**src/rtl/bf16_stream_convert.sv**
```systemverilog
// Purpose: converts LANES parallel lanes between f32 and bf16 (pack with RNE or RTZ, unpack), mode chosen per beat.
// Latency: 2 cycles from input handshake to out_valid_o; one beat per cycle sustained while out_ready_i is high.
// Backpressure: one advance signal stalls both stages together; in_ready_o = !out_valid_o | out_ready_i.
module bf16_stream_convert #(
  parameter int unsigned LANES = 4,
  parameter bit          FTZ   = 1'b0
) (
  input  logic                  clk_i,
  input  logic                  rst_i,
  input  logic                  in_valid_i,
  output logic                  in_ready_o,
  input  logic                  mode_i,
  input  logic                  rnd_i,
  input  logic [32*LANES-1:0]   data_i,
  output logic                  out_valid_o,
  input  logic                  out_ready_i,
  output logic [32*LANES-1:0]   data_o,
  output logic [1:0]            flags_o,
  input  logic                  clr_i,
  output logic [1:0]            sticky_o,
  output logic [15:0]           beat_cnt_o
);

  localparam int unsigned DW = 32 * LANES;

  // One lane's converted word plus its {overflow, inexact} contribution.
  typedef struct packed {
    logic        ovf;
    logic        inx;
    logic [31:0] dat;
  } lane_res_t;

  // f32 -> bf16. NaN and Inf bypass rounding; a finite input that rounds
  // up into exponent 0xFF becomes signed Inf and reports overflow. RTZ
  // never increments, so it can never reach exponent 0xFF from a finite input.
  function automatic lane_res_t pack_lane(input logic [31:0] f, input logic rtz);
    lane_res_t   r;
    logic [7:0]  exp_f;
    logic [22:0] man_f;
    logic        inc;
    logic [15:0] sum;
    r     = '0;
    exp_f = f[30:23];
    man_f = f[22:0];
    // Round-to-nearest-even: round bit set and (sticky or odd lsb).
    inc   = ~rtz & f[15] & ((|f[14:0]) | f[16]);
    // Top half of a finite input is at most 0xFF7F, so the add cannot wrap.
    sum   = f[31:16] + {15'd0, inc};
    if (exp_f == 8'hFF) begin
      if (man_f != '0) begin
        // Quiet the NaN and keep the top six payload bits.
        r.dat[15:0] = {f[31], 8'hFF, 1'b1, f[21:16]};
      end else begin
        r.dat[15:0] = f[31:16];
      end
    end else if (FTZ && (exp_f == 8'h00)) begin
      r.dat[15:0] = {f[31], 15'd0};
      r.inx       = |man_f;
    end else begin
      r.dat[15:0] = sum;
      r.ovf       = (sum[14:7] == 8'hFF);
      r.inx       = |f[15:0];
    end
    return r;
  endfunction

  // bf16 -> f32 is exact; only the flush-to-zero path can lose information.
  function automatic lane_res_t unpack_lane(input logic [15:0] b);
    lane_res_t r;
    r = '0;
    if (FTZ && (b[14:7] == 8'h00)) begin
      r.dat = {b[15], 31'd0};
      r.inx = |b[6:0];
    end else begin
      r.dat = {b, 16'h0000};
    end
    return r;
  endfunction

  logic            adv;
  logic            s1_vld;
  logic [DW-1:0]   s1_dat;
  logic            s1_mode;
  logic            s1_rnd;
  logic [DW-1:0]   res_dat;
  logic [1:0]      res_flg;
  lane_res_t       lane_res;
  logic            out_hs;

  assign adv        = ~out_valid_o | out_ready_i;
  assign in_ready_o = adv;
  assign out_hs     = out_valid_o & out_ready_i;

  // Stage 1: capture the accepted beat with its per-beat mode and rounding.
  always_ff @(posedge clk_i) begin
    if (rst_i) begin
      s1_vld  <= 1'b0;
      s1_dat  <= '0;
      s1_mode <= 1'b0;
      s1_rnd  <= 1'b0;
    end else if (adv) begin
      s1_vld <= in_valid_i;
      if (in_valid_i) begin
        s1_dat  <= data_i;
        s1_mode <= mode_i;
        s1_rnd  <= rnd_i;
      end
    end
  end

  // Convert every lane of the stage-1 beat and OR the lane flags together.
  always_comb begin
    res_dat  = '0;
    res_flg  = '0;
    lane_res = '0;
    for (int k = 0; k < LANES; k++) begin
      if (s1_mode) begin
        lane_res = unpack_lane(s1_dat[32*k +: 16]);
      end else begin
        lane_res = pack_lane(s1_dat[32*k +: 32], s1_rnd);
      end
      res_dat[32*k +: 32] = lane_res.dat;
      res_flg             = res_flg | {lane_res.ovf, lane_res.inx};
    end
  end

  // Stage 2: register results; bubbles leave the last data/flags in place.
  always_ff @(posedge clk_i) begin
    if (rst_i) begin
      out_valid_o <= 1'b0;
      data_o      <= '0;
      flags_o     <= '0;
    end else if (adv) begin
      out_valid_o <= s1_vld;
      if (s1_vld) begin
        data_o  <= res_dat;
        flags_o <= res_flg;
      end
    end
  end

  // Statistics: clear wins over a same-cycle handshake, count saturates.
  always_ff @(posedge clk_i) begin
    if (rst_i || clr_i) begin
      sticky_o   <= '0;
      beat_cnt_o <= '0;
    end else if (out_hs) begin
      sticky_o <= sticky_o | flags_o;
      if (beat_cnt_o != 16'hFFFF) begin
        beat_cnt_o <= beat_cnt_o + 16'd1;
      end
    end
  end

endmodule
```
**config.mk**
```make
export PLATFORM = sky130hd
export DESIGN_NAME = bf16_stream_convert
export DESIGN_NICKNAME = d
export VERILOG_FILES = /design/src/rtl/bf16_stream_convert.sv
export SDC_FILE = /design/constraint.sdc
export NUM_CORES = 1
export LEC_CHECK = 0
export BUFFER_PORTS_ARGS = -buffer_cell sky130_fd_sc_hd__clkbuf_2
export CAP_MARGIN = 40
export CORE_ASPECT_RATIO = 0.5
export CORE_MARGIN = 2
export CORE_UTILIZATION = 58
export CTS_CLUSTER_DIAMETER = 200
export DETAILED_ROUTE_END_ITERATION = 6
export PLACE_DENSITY = 0.93
export SETUP_SLACK_MARGIN = 0.5
export SLEW_MARGIN = 20
export SYNTH_ARGS = -nofsm -noshare
export SYNTH_HDL_FRONTEND = slang
export SYNTH_SLANG_ARGS = --single-unit
```
**constraint.sdc**
```tcl
create_clock -name clk_i -period 4.96 [get_ports clk_i]
set_input_delay 0.992 -clock clk_i [delete_from_list [all_inputs] [get_ports clk_i]]
set_output_delay 0.992 -clock clk_i [all_outputs]
set_load 0.005 [all_outputs]
```
### Word-level counts from Yosys, hierarchy flattened

Index checks and enable logic that the tools add are counted.

* flip-flop bits (word level): 280
* bits of input ports: 135
* logic and storage cells: 75

* $add $sub $neg: 5
* equality and inequality tests: 9
* multiplexer cells: 16
* bitwise operators: 20
* reductions and logical operators: 16

Operator list (count)
* $mux W34: 4
* $reduce_bool A23 Y1: 4
* $add A16 B1 Y16: 4
* $eq A8 B8 Y1 const B: 8
* $mux W16: 4
* $reduce_or A16 Y1: 4
* $mux W15: 4
* $reduce_or A15 Y1: 4
* $add A16 B1 Y16 const B: 1
* $ne A16 B16 Y1 const B: 1
* $and A1 B1 Y1: 9
* $mux W2: 4
* $or A2 B2 Y2: 4
* $reduce_and A2 Y1: 3
* $or A1 B1 Y1: 5
* $not A1 Y1: 2
* $logic_or A1 B1 Y1: 1

### Depth between registers and ports, before layout

* depth after elaboration: 10
* mapped depth: 10
* mapped depth without buffers: 9

### Worst setup path after synthesis

OpenSTA, ideal clock, no wires.

* path kind: register -> register
* start: reg s1_rnd
* end: reg flags_o[1]
* setup time: 84 ps
* data arrival time: 2265 ps
* data required time: 4876 ps
* slack: 2611 ps
* stages on the path, launching flop included: 11
* clock period less this slack: 2349 ps
* cell sequence: dfxtp_1 > clkbuf_1 > and3b_1 > ha_1 > clkbuf_1 > nor3b_1 > a2bb2oi_1 > or3_1 > a2111oi_2 > a211oi_2 > o31ai_2

* longest elaborated chain between the ends: 10
* elaborated cells on any way between the ends: 28
* those cells by class: add/sub: 4; eq/ne: 4; mux: 8; bitwise: 12

Ends and longest elaborated chain
* start, declared: RTL line 84 `logic s1_rnd;`
* start signal, assigned: RTL line 106 `s1_rnd <= rnd_i;`
* $not A1 Y1 *: RTL line 46 `inc = ~rtz & f[15] & ((|f[14:0]) | f[16]);`
* $and A1 B1 Y1 (2 in series): RTL line 46
* $add A16 B1 Y16: RTL line 48 `sum = f[31:16] + {15'd0, inc};`
* $eq A8 B8 Y1: RTL line 61 `r.ovf = (sum[14:7] == 8'hFF);`
* $mux W2: RTL line 49 `if (exp_f == 8'hFF) begin`
* $mux W34: RTL line 117 `if (s1_mode) begin`
* $or A2 B2 Y2 (2 in series): RTL line 123 `res_flg = res_flg | {lane_res.ovf, lane_res.inx};`
* $or A2 B2 Y2 *: RTL line 123
* end signal, assigned: RTL line 137 `flags_o <= res_flg;`
* end, declared: RTL line 18 `output logic [1:0] flags_o,`

Mark *: on every way between the ends. The rest lies on a longest branch, timed or not.
A chain may end at the register's enable or synchronous reset.

### Worst setup path in the final report

* start: in out_ready_i
* end: reg data_o[74]

* longest elaborated chain between the ends: 2

Ends and longest elaborated chain
* start, declared: RTL line 16 `input logic out_ready_i,`
* $or A1 B1 Y1: RTL line 90 `assign adv = ~out_valid_o | out_ready_i;`
* $reduce_and A2 Y1 (no line)
* end signal, assigned: RTL line 136 `data_o <= res_dat;`
* end, declared: RTL line 17 `output logic [32*LANES-1:0] data_o,`

No other way between the ends.

==> results.cfg <==
[global_routing]
gr-usage-all-layers = 0.297
grt-ovfl-total = 0
grt_pass1_vias = 10600
antenna_found_initial = 0
grt_pass1_wl_um = 52900
grt_max_degree = 135

[layout]
seq_area_sq_um = 5610
layout-drive-gt1-share = 0.209
area_delta_synth_final_pct = 19.4
antenna_cells = 0
fillers = 1628
fin_nets = 1863
multi_input_area_sq_um = 5790

[synthesis]
syn_area_per_cell_sq_um = 7.87
synthAdderAreaFrac = 0.00524
synth_top_area_share = 0.470
synth_top_flop_cell = dfxtp_1
synth_top_family_by_area = simple AND/OR/NAND/NOR gates
synth_cell_type_count = 63
yosysTopAreaCell = dfxtp_1
synth_commonest_cells = nand2_1 (374), dfxtp_1 (280), a21oi_1 (250)
netlist_area_sq_um = 11900
synthSimpleGateAreaFrac = 0.266
synth_nets = 1656
muxShareOfSynthArea = 0.00944
seq_area_frac_synth = 0.470
synthXorXnorAreaFrac = 0.0404
synth_warnings = 0
synth_area_leaders = dfxtp_1 (47%), nand2_1 (12%), a21oi_1 (10%)
synth_edf_count = 0
synth_compound_area_frac = 0.163
synth-async-reset-ratio = 0
synth_cells = 1516
yosysMostFrequentCell = nand2_1
ys_seq_elements = 280

[setup_path]
reg2reg_depth = 8
crit_arrival_ns = 3.18
r2r_setup_slack_ns = 2.22
crit_buf_inv = 2
timing.rr.start = s1_rnd
cp-start-kind = input port
r2r_end = flags_o[1]
cp-endpoint = data_o[74]
crit_path_cell_trace = clkbuf_2, nand2b_1, nand2_4, buf_4, a211oi_1, a21oi_1, nor2_1
cp_num_cells = 7
cpPeakStageDelay_ns = 0.71
required_ns = 5.36
cp_top_family = simple AND/OR/NAND/NOR gates
slowest_stage = buf_4
startpoint = out_ready_i
crit_type = input port to flip-flop
worst_setup_path_end_kind = flip-flop
crit_fanout = 67

[routing]
drc = 0
vias_per_cell = 5.79
wl_um = 33600
num_vias = 11700
drtPass1Iterations = 7
wire_per_inst_um = 16.7
ant_nets = 0
drt_iter0_markers = 1104

[power_and_ir_drop]
clockPowerShare = 0.421
seq_power_share = 0.495
power_switching_w = 0.00122
power_frac_comb = 0.085
internal-power_w = 0.00366
sw_frac_of_total = 0.250
vdd_drop_max_v = 0.000223
p_leak_nw = 5.68
powerDensity_nw_per_um2 = 343

[sta]
finClkSkew_ns = 0.0190
slew_headroom = 0.505
setup-violations-final = 0
setup_tns_ns = 0
worst_slew_pin_slew_ns = 0.740
fmax_ghz = 0.359
setup_slack_ns = 2.17
worst_hold_slack_ns = 0.451
min_period_over_period = 0.562
post-route-min-period_ns = 2.79
final_hold_viol_count = 0
rsz0062_at_grt = false
drv_slew = 0

[clock_network]
clk_latency_ns = 0.54
cts_max_level = 1
tritoncts = done
cts_hold_buf = 0
cts_made_buffers = 25
cts_setup_buffers = 0
clockBufferDepth = 3
cts.reportedPaths.clkPinSlew_ns = 0.07
clkSinkCount = 280
post_cts_resized = 0
clk_root_buffer_cell = clkbuf_16

[die]
ios = 285
dieHeight_um = 105
num_rows = 37
coreArea_sq_um = 20400
die-area_sq_um = 21800
die_w_um = 207
initial_core_util = 0.586

[placement]
io_buffers = 284
place.gp.congestion = 0.950
dp_hpwl_um = 22700
preCtsSetupSlack_ns = 1.66

[outcome]
status = finished clean

[worst_hold_path]
hold_class = flip-flop to flip-flop
holdPathStages = 2

[run]
drv_cap = 0
worst min-delay path by stage:
stage                      startpoint          end  slack, ns
final                      s1_dat[63]   s1_dat[63]       0.45
after global routing      data_o[116]  data_o[116]       0.47
after CTS                  s1_dat[63]   s1_dat[63]       0.45
after detailed placement   s1_dat[63]   s1_dat[63]       0.44
after global placement    data_o[115]  data_o[115]       0.44
after floorplan            s1_dat[31]   s1_dat[31]       0.43
layout make-up:
class / count / share of cell area
multi-input cells: 1108 / 0.407
flip-flops and latches: 280 / 0.394
repair buffers: 297 / 0.113
clock buffers: 31 / 0.0476
well taps: 273 / 0.0240
clock inverters: 13 / 0.0122
inverters: 11 / 0.00290
cell families (layout without fill, tap and decap cells):
kind of cell / after synthesis / count (layout)
simple gates: 696 / 696
flops: 280 / 280
xor+xnor: 55 / 55
mux: 11 / 11
buf+inv: 128 / 352
fa+ha+maj: 5 / 5
compound gates: 341 / 341
cell usage in the layout, fill, tap and decap left out, drive strengths merged, types with 5 or more instances in the layout:
cell type	n
nand2	375
nor4	26
nor3b	6
inv	12
nand3	91
mux2i	9
dfxtp	280
and3	17
and2	10
a22oi	23
a211oi	19
o21ai	17
a31oi	9
nand4	23
or3	5
nor3	15
nand3b	8
xor2	23
clkinv	7
ha	5
nor2	94
buf	13
a21oi	250
xnor2	32
clkbuf	315
and4	8
flip-flops by register name, indices dropped and copies added (netlist names):
signal	count
s1_dat	128
sticky_o	2
out_valid_o	1
s1_rnd	1
flags_o	2
s1_vld	1
s1_mode	1
data_o	128
beat_cnt_o	16
layer usage:
layer / up-vias / GRT usage / share of wire
li1: 5623 / - / -
met1: 5487 / 0.402 / 0.43
met2: 467 / 0.474 / 0.46
met3: 88 / 0.0597 / 0.076
met4: 0 / 0.101 / 0.036
met5: - / 0 / 0
worst reg2reg max path, delay by kind of cell (launching register included):
kind            cells  cell delay (ns)
simple gates        3             0.81
compound gates      4             0.83
flops               1             0.72
fa+ha+maj           1             0.30
power by group through the flow:
stage               Combinational, W  Sequential [W]  Clock [W]
floorplan                   0.000273         0.00243          0
global placement            0.000393         0.00246          0
detailed placement          0.000407         0.00246          0
CTS                         0.000411         0.00241    0.00207
global route                0.000459         0.00242    0.00217
finish                      0.000414         0.00242    0.00205
through the flow:
stage,util,std cells,instance area (sq um),power (W)
3_5_place_dp,0.656,1968,13400,0.00287
5_1_grt,0.699,2013,14200,0.00505
2_1_floorplan,-,1516,11900,0.00270
3_3_place_gp,0.654,1966,13300,0.00285
6_report,0.699,2013,14200,0.00488
4_1_cts,0.698,2012,14200,0.00489
Note: power is estimated with default switching activity, not from simulation.
